==> src/rtl/regfile_pkg.sv <==
// Shared definitions for the register file and its write-port arbiter.
package regfile_pkg;

  localparam int DW = 32;
  localparam int AW = 5;

  typedef enum logic {
    A_PRI   = 1'b0,
    B_FORCE = 1'b1
  } arb_state_t;

  localparam logic [4:0] REG_ZERO = 5'd0;

endpackage

==> src/rtl/regfile_wr_arb.sv <==
// Write-port arbiter: source A has fixed priority, source B is protected by a
// starvation counter. The register file write port is driven from registers.
module regfile_wr_arb
  import regfile_pkg::*;
#(
  parameter int DW         = regfile_pkg::DW,
  parameter int AW         = regfile_pkg::AW,
  parameter int STARVE_MAX = 4
) (
  input  logic          clk,
  input  logic          rst,
  input  logic          a_valid,
  output logic          a_ready,
  input  logic [AW-1:0] a_addr,
  input  logic [DW-1:0] a_data,
  input  logic          b_valid,
  output logic          b_ready,
  input  logic [AW-1:0] b_addr,
  input  logic [DW-1:0] b_data,
  output logic          we3,
  output logic [AW-1:0] wa3,
  output logic [DW-1:0] wd3,
  output logic          b_forced
);

  localparam logic [3:0] WAIT_LAST = 4'(STARVE_MAX - 1);

  arb_state_t    r_state;
  arb_state_t    w_state_next;
  logic [3:0]    r_wait_cnt;
  logic [3:0]    w_wait_cnt_next;
  logic          r_we3;
  logic [AW-1:0] r_wa3;
  logic [DW-1:0] r_wd3;

  logic          w_a_ready;
  logic          w_b_ready;
  logic          w_a_xfer;
  logic          w_b_xfer;
  logic          w_xfer;
  logic [AW-1:0] w_win_addr;
  logic [DW-1:0] w_win_data;

  // Each ready depends only on state and the other source's valid.
  always_comb begin
    w_a_ready    = 1'b1;
    w_b_ready    = 1'b0;
    w_state_next = r_state;
    case (r_state)
      A_PRI: begin
        w_a_ready = 1'b1;
        w_b_ready = !a_valid;
        if (b_valid && !w_b_ready && (r_wait_cnt == WAIT_LAST))
          w_state_next = B_FORCE;
      end
      B_FORCE: begin
        w_b_ready = 1'b1;
        w_a_ready = !b_valid;
        if (w_b_xfer || !b_valid)
          w_state_next = A_PRI;
      end
      default: w_state_next = A_PRI;
    endcase
  end

  assign w_a_xfer   = a_valid && w_a_ready;
  assign w_b_xfer   = b_valid && w_b_ready;
  assign w_xfer     = w_a_xfer || w_b_xfer;
  assign w_win_addr = w_a_xfer ? a_addr : b_addr;
  assign w_win_data = w_a_xfer ? a_data : b_data;

  always_comb begin
    w_wait_cnt_next = r_wait_cnt;
    if (!b_valid || w_b_xfer)
      w_wait_cnt_next = 4'd0;
    else if (r_wait_cnt != WAIT_LAST)
      w_wait_cnt_next = r_wait_cnt + 4'd1;
  end

  always_ff @(posedge clk or negedge rst) begin
    if (!rst) begin
      r_state    <= A_PRI;
      r_wait_cnt <= 4'd0;
      r_we3      <= 1'b0;
      r_wa3      <= '0;
      r_wd3      <= '0;
    end else begin
      r_state    <= w_state_next;
      r_wait_cnt <= w_wait_cnt_next;
      // A write to r0 still completes its handshake but never enables the port.
      r_we3      <= w_xfer && (w_win_addr != AW'(REG_ZERO));
      if (w_xfer) begin
        r_wa3 <= w_win_addr;
        r_wd3 <= w_win_data;
      end
    end
  end

  assign a_ready  = w_a_ready;
  assign b_ready  = w_b_ready;
  assign we3      = r_we3;
  assign wa3      = r_wa3;
  assign wd3      = r_wd3;
  assign b_forced = (r_state == B_FORCE);

endmodule

==> config.mk <==
export PLATFORM = sky130hd
export DESIGN_NAME = regfile_wr_arb
export DESIGN_NICKNAME = d
export VERILOG_FILES = /design/src/rtl/regfile_pkg.sv /design/src/rtl/regfile_wr_arb.sv
export SDC_FILE = /design/constraint.sdc
export NUM_CORES = 1
export LEC_CHECK = 0
export CAP_MARGIN = 40
export CORE_MARGIN = 8
export CORE_UTILIZATION = 55
export CTS_CLUSTER_SIZE = 24
export DETAILED_ROUTE_END_ITERATION = 7
export DONT_BUFFER_PORTS = 1
export MAX_ROUTING_LAYER = met4
export PLACE_DENSITY = 0.7
export SLEW_MARGIN = 20
export SYNTH_ARGS = -nofsm -noshare
export SYNTH_HDL_FRONTEND = slang
export SYNTH_SLANG_ARGS = --single-unit
==> constraint.sdc <==
create_clock -name clk -period 2.9 [get_ports clk]
set_clock_uncertainty 0.15 [all_clocks]
set_input_delay 0.725 -clock clk [delete_from_list [all_inputs] [get_ports clk]]
set_output_delay 0.725 -clock clk [all_outputs]
set_load 0.01 [all_outputs]
## Yosys cells after proc, flatten, opt, wreduce, memory -nomap -nowiden

Index checks and enable logic that the tools add are counted.

- Add/subtract/negate cells: 1
- Multipliers: 0
- Div/mod/pow operators: 0
- $lt $le $gt $ge: 0
- Equality and inequality tests: 2
- Shift operators: 0
- Muxes and demuxes: 9
- Bitwise logic cells: 1
- Reductions and logical operators: 11

Operators by type and width:

| kind | number |
|---|---|
| 32-bit 2-to-1 mux | 1 |
| 4-bit 2-to-1 mux | 2 |
| 1-bit one-hot mux with 2 select lines | 3 |
| 1-bit logical AND | 5 |
| 5-bit 2-to-1 mux | 1 |
| 5-bit nonzero test | 1 |
| 4-bit by 1-bit adder with 4-bit output (second input constant) | 1 |
| 4-bit by 2-bit == test with 1-bit output (second input constant) | 1 |
| 4-bit by 2-bit inequality test with 1-bit output (second input constant) | 1 |
| 1-bit zero test | 2 |
| 1-bit logical OR | 2 |
| 1-bit 2-to-1 mux | 2 |
| 2-bit nonzero test | 1 |
| 1-bit NOT | 1 |

- Bits in registers: 43
- Bits in latches: 0
- RAM bits: 0
- Memory bits (read-only): 0
- Logic and storage cells: 29
- Memories: 0

## Logic depth before layout (Yosys ltp)

- Word-level depth: 6
- Depth in mapped cells: 7
- Gate-level depth less buffers: 4

## Worst setup path after synthesis

Ideal clock, no wire load.

- Path type: input -> output
- Start point: input b_valid
- End point: output a_ready
- Arrival time: 1,156 ps
- Required time: 2,025 ps
- Slack: 869 ps
- Cell stages on the path: 3
- Path buffers: 2
- Path through: buf_2 buf_2 nand2_1

- Cells in the longest elaborated chain, start to end: 2

Ends and longest elaborated chain:

| element | line | RTL |
|---|---|---|
| from (decl) | regfile_wr_arb.sv:16 | `input logic b_valid,` |
| 1-bit zero test | regfile_wr_arb.sv:58 | `w_a_ready = !b_valid;` |
| 1-bit one-hot mux with 2 select lines | regfile_wr_arb.sv:49 | `case (r_state)` |
| to (decl) | regfile_wr_arb.sv:13 | `output logic a_ready,` |

No other way between the ends.

## Final worst setup path

- Start point: register r_state (netlist: b_forced)
- End point: output b_forced

RTL lines:

| element | line | RTL |
|---|---|---|
| from (decl) | regfile_wr_arb.sv:28 | `arb_state_t r_state;` |
| from (signal assigned) | regfile_wr_arb.sv:88 | `r_state <= w_state_next;` |
| to (decl) | regfile_wr_arb.sv:23 | `output logic b_forced` |

No word-level cell between the ends.

==> implementation parameters <==
Parameter                              Value

Outcome
  Run status    complete, no violations

Timing
  Setup Total Neg Slack    0 ns
  Setup ws final    approximately 0.73 ns
  Final hold vios    0
  Min cycle time layout    2.17 ns
  Final max-slew violation count    0
  Final setup fails    0
  Final clock period utilization by the worst path    74.8%
  Highest clock frequency the design can meet    461 MHz
  Setup repair after global routing missed its margin    false
  Worst relative slew slack    roughly 72%
  Worst-Margin Slew    approximately 0.42 ns

Route
  Total routed wirelength    approximately 6600 µm
  Routed vias    around 1900
  DRC violation total after the first TritonRoute iteration    135
  First drt pass iteration count    4
  Post-DR wirelength/cell    between 20 and 25 µm
  Antenna-violating nets left    0
  Post-route DRC violation count    0
  Average via count per standard cell    6.85

Floorplanning
  Top Ports    119
  Effective utilization at floorplan    between 50% and 60%
  Die Footprint    ~7000 µm²
  Num rows    24
  Core footprint    about 4400 µm²
  Width of the chip    83.6 µm
  Height of the die    83.6 µm

Global routing
  Via count of the first global-routing pass    1938
  GRT Overall Usage    approximately 18%
  First-pass GRT wire length    between 10000 and 15000 µm
  Largest net degree at the start of global routing    77
  Sum of overflow across all layers after global routing    0
  Antenna violations before repair    0

Synthesis
  Combined area of all synthesized cells    about 2500 µm²
  Post-synthesis register bit count    43
  Sequential cell area fraction in the yosys report    approximately 43%
  Average size of a mapped cell    ~11 µm²
  Warning count from the yosys run    0
  Number of instances in the synthesized netlist    230
  Synth unique cells    31
  Post-synthesis net count    slightly above 300

Critical path
  Critical path capture point type    primary output
  Startpoint class of the critical path    flop
  Cell with the largest stage delay on the worst path    sky130_fd_sc_hd__dfrtp_1
  Critical path class    flop to primary output
  Worst path arrival time    1.29 ns
  Largest stage delay on the critical path    around 0.6 ns
  Worst path buffer plus inverter count    1
  Worst path cell trace    buf_4
  Data required time at the worst endpoint    approximately 2 ns
  Maximum fanout count along the critical path    26
  Family with the most delay on the worst path    flip-flops

Layout
  # fillers    around 380
  Most frequent cells in the layout    sky130_fd_sc_hd__dfrtp_1 (43), sky130_fd_sc_hd__nand2b_1 (33), sky130_fd_sc_hd__a21o_1 (32)
  Most common cell after layout, fill and taps aside    sky130_fd_sc_hd__dfrtp_1
  Final instance count without filler cells    approximately 270
  Layout overhead on the synthesized area    2.79%
  Total number of nets in the final design    297
  Ratio of cells with drive above 1 in the final layout    14.6%
  Antenna Diode Count    0

Clock network
  Master cell of the clock root buffer    sky130_fd_sc_hd__clkbuf_8
  Number of buffers inserted during clock tree synthesis    5
  H-tree depth    2
  Maximum count of clock buffers along a single path    2
  Clock net sink count    43
  Clock tree from TritonCTS    done
  Worst-skew pair later-pin latency    between 0.2 and 0.3 ns
  Clk pin slew, worst setup/hold paths    around 0.09 ns
  Quantity of gates resized following cts    0

Placement
  Cell Count Post-Placement    262
  Post-detailed-placement half-perimeter wirelength    roughly 4600 µm
  Post-place setup slack    between 1 and 1.5 ns
  IO buf count    0
  Final estimated routing congestion in global placement    approximately 0.8

Pwr
  Maximum vdd ir drop    0.223 mV
  Leakage power    about 1.1 nW
  PD cells    approximately 540 nW/µm²
  Total power after layout    1.39 mW

Min path
  Hold Crit Class    input pin to async pin

Job
  Number of max-cap violations    0
[where the power goes]
group	internal, mW	total [mW]	leakage, nW	switching, mW
logic	0.109	0.182	0.489	0.0736
registers	0.656	0.725	0.509	0.0697
clock network	0.279	0.480	0.0612	0.202
[repair_timing]
item	4_1_cts	5_1_grt
hold buffers	1	0
hold endpoints to repair	43	0
setup buffers	0	0
[through the flow]
step                      area (µm²)  util (%)  hold slack, ns
after floorplan                 2510         -           0.279
after global placement          2440      55.8           0.281
after detailed placement        2440      55.8           0.281
after CTS                       2580      58.9           0.122
after global routing            2580      58.9           0.122
final                           2580      58.9           0.114
[flip-flops by register name, summed over array words and instances, names as in the netlist]
signal and cells:
wa3 5, b_forced 1, r_wait_cnt 4, we3 1, wd3 32
[layer usage]
metal / share of wire [%] / track usage (%) / wire length, µm / up-vias
li1: - / - / - / 815
met1: 41 / 21.0 / 2730 / 943
met2: 49 / 29.4 / 3240 / 87
met3: 8.2 / 7.03 / 539 / 10
met4: 1.4 / 4.71 / 95 / 0
met5: 0 / - / 0 / -
[layout make-up]
| type | count | area (µm²) | share of cell area, % |
|---|---|---|---|
| timing repair buffer | 2 | 27.5 | 1.07 |
| sequential | 43 | 1080 | 41.7 |
| clock inverter | 2 | 35.0 | 1.36 |
| inverter | 1 | 6.26 | 0.242 |
| tap | 52 | 65.1 | 2.52 |
| clock buffer | 6 | 82.6 | 3.20 |
| multi-input combinational | 165 | 1290 | 50.0 |
[logic make-up (layout without fill, tap and decap cells)]
group | Yosys count | count (layout) | share of synthesized area (%)
simple gates | 84 | 84 | 21.2
compound gates | 77 | 77 | 28.6
flops | 43 | 43 | 42.8
buf+inv | 22 | 11 | 5.83
xor+xnor | 2 | 2 | 0.697
fa+ha+maj | 1 | 1 | 0.498
mux | 1 | 1 | 0.398
[Yosys cell counts (all sizes together)]
master | count | area, µm²
buf | 14 | 114
xor2 | 2 | 17.5
ha | 1 | 12.5
o221a | 37 | 417
a21o | 32 | 240
a211o | 5 | 43.8
nor2 | 4 | 15.0
nand3b | 1 | 7.51
nor2b | 6 | 45.0
o21ai | 1 | 5.00
dfrtp | 43 | 1080
nand2b | 33 | 206
mux2i | 1 | 10.0
nor3b | 1 | 12.5
or2 | 32 | 200
clkbuf | 7 | 26.3
o211ai | 1 | 7.51
or4 | 2 | 15.0
nand3 | 1 | 5.00
inv | 1 | 6.26
nand2 | 3 | 18.8
and3 | 1 | 6.26
a21oi | 1 | 5.00
[final timing paths]
check,slack [ns],cells past startpoint,startpoint,to
max,0.73,1,b_forced$_DFF_PN0_,b_forced
min,0.11,1,rst,wd3[11]$_DFFE_PN0P_
max reg2reg,1.18,4,b_forced$_DFF_PN0_,wd3[22]$_DFFE_PN0P_
min reg2reg,0.44,2,r_wait_cnt[2]$_DFFE_PN0P_,r_wait_cnt[2]$_DFFE_PN0P_
max in group asynchronous,2.26,1,rst,wd3[0]$_DFFE_PN0P_
min in group clk,0.44,2,a_valid,we3$_DFF_PN0_
No activity file was read; power rests on OpenSTA's default activity.
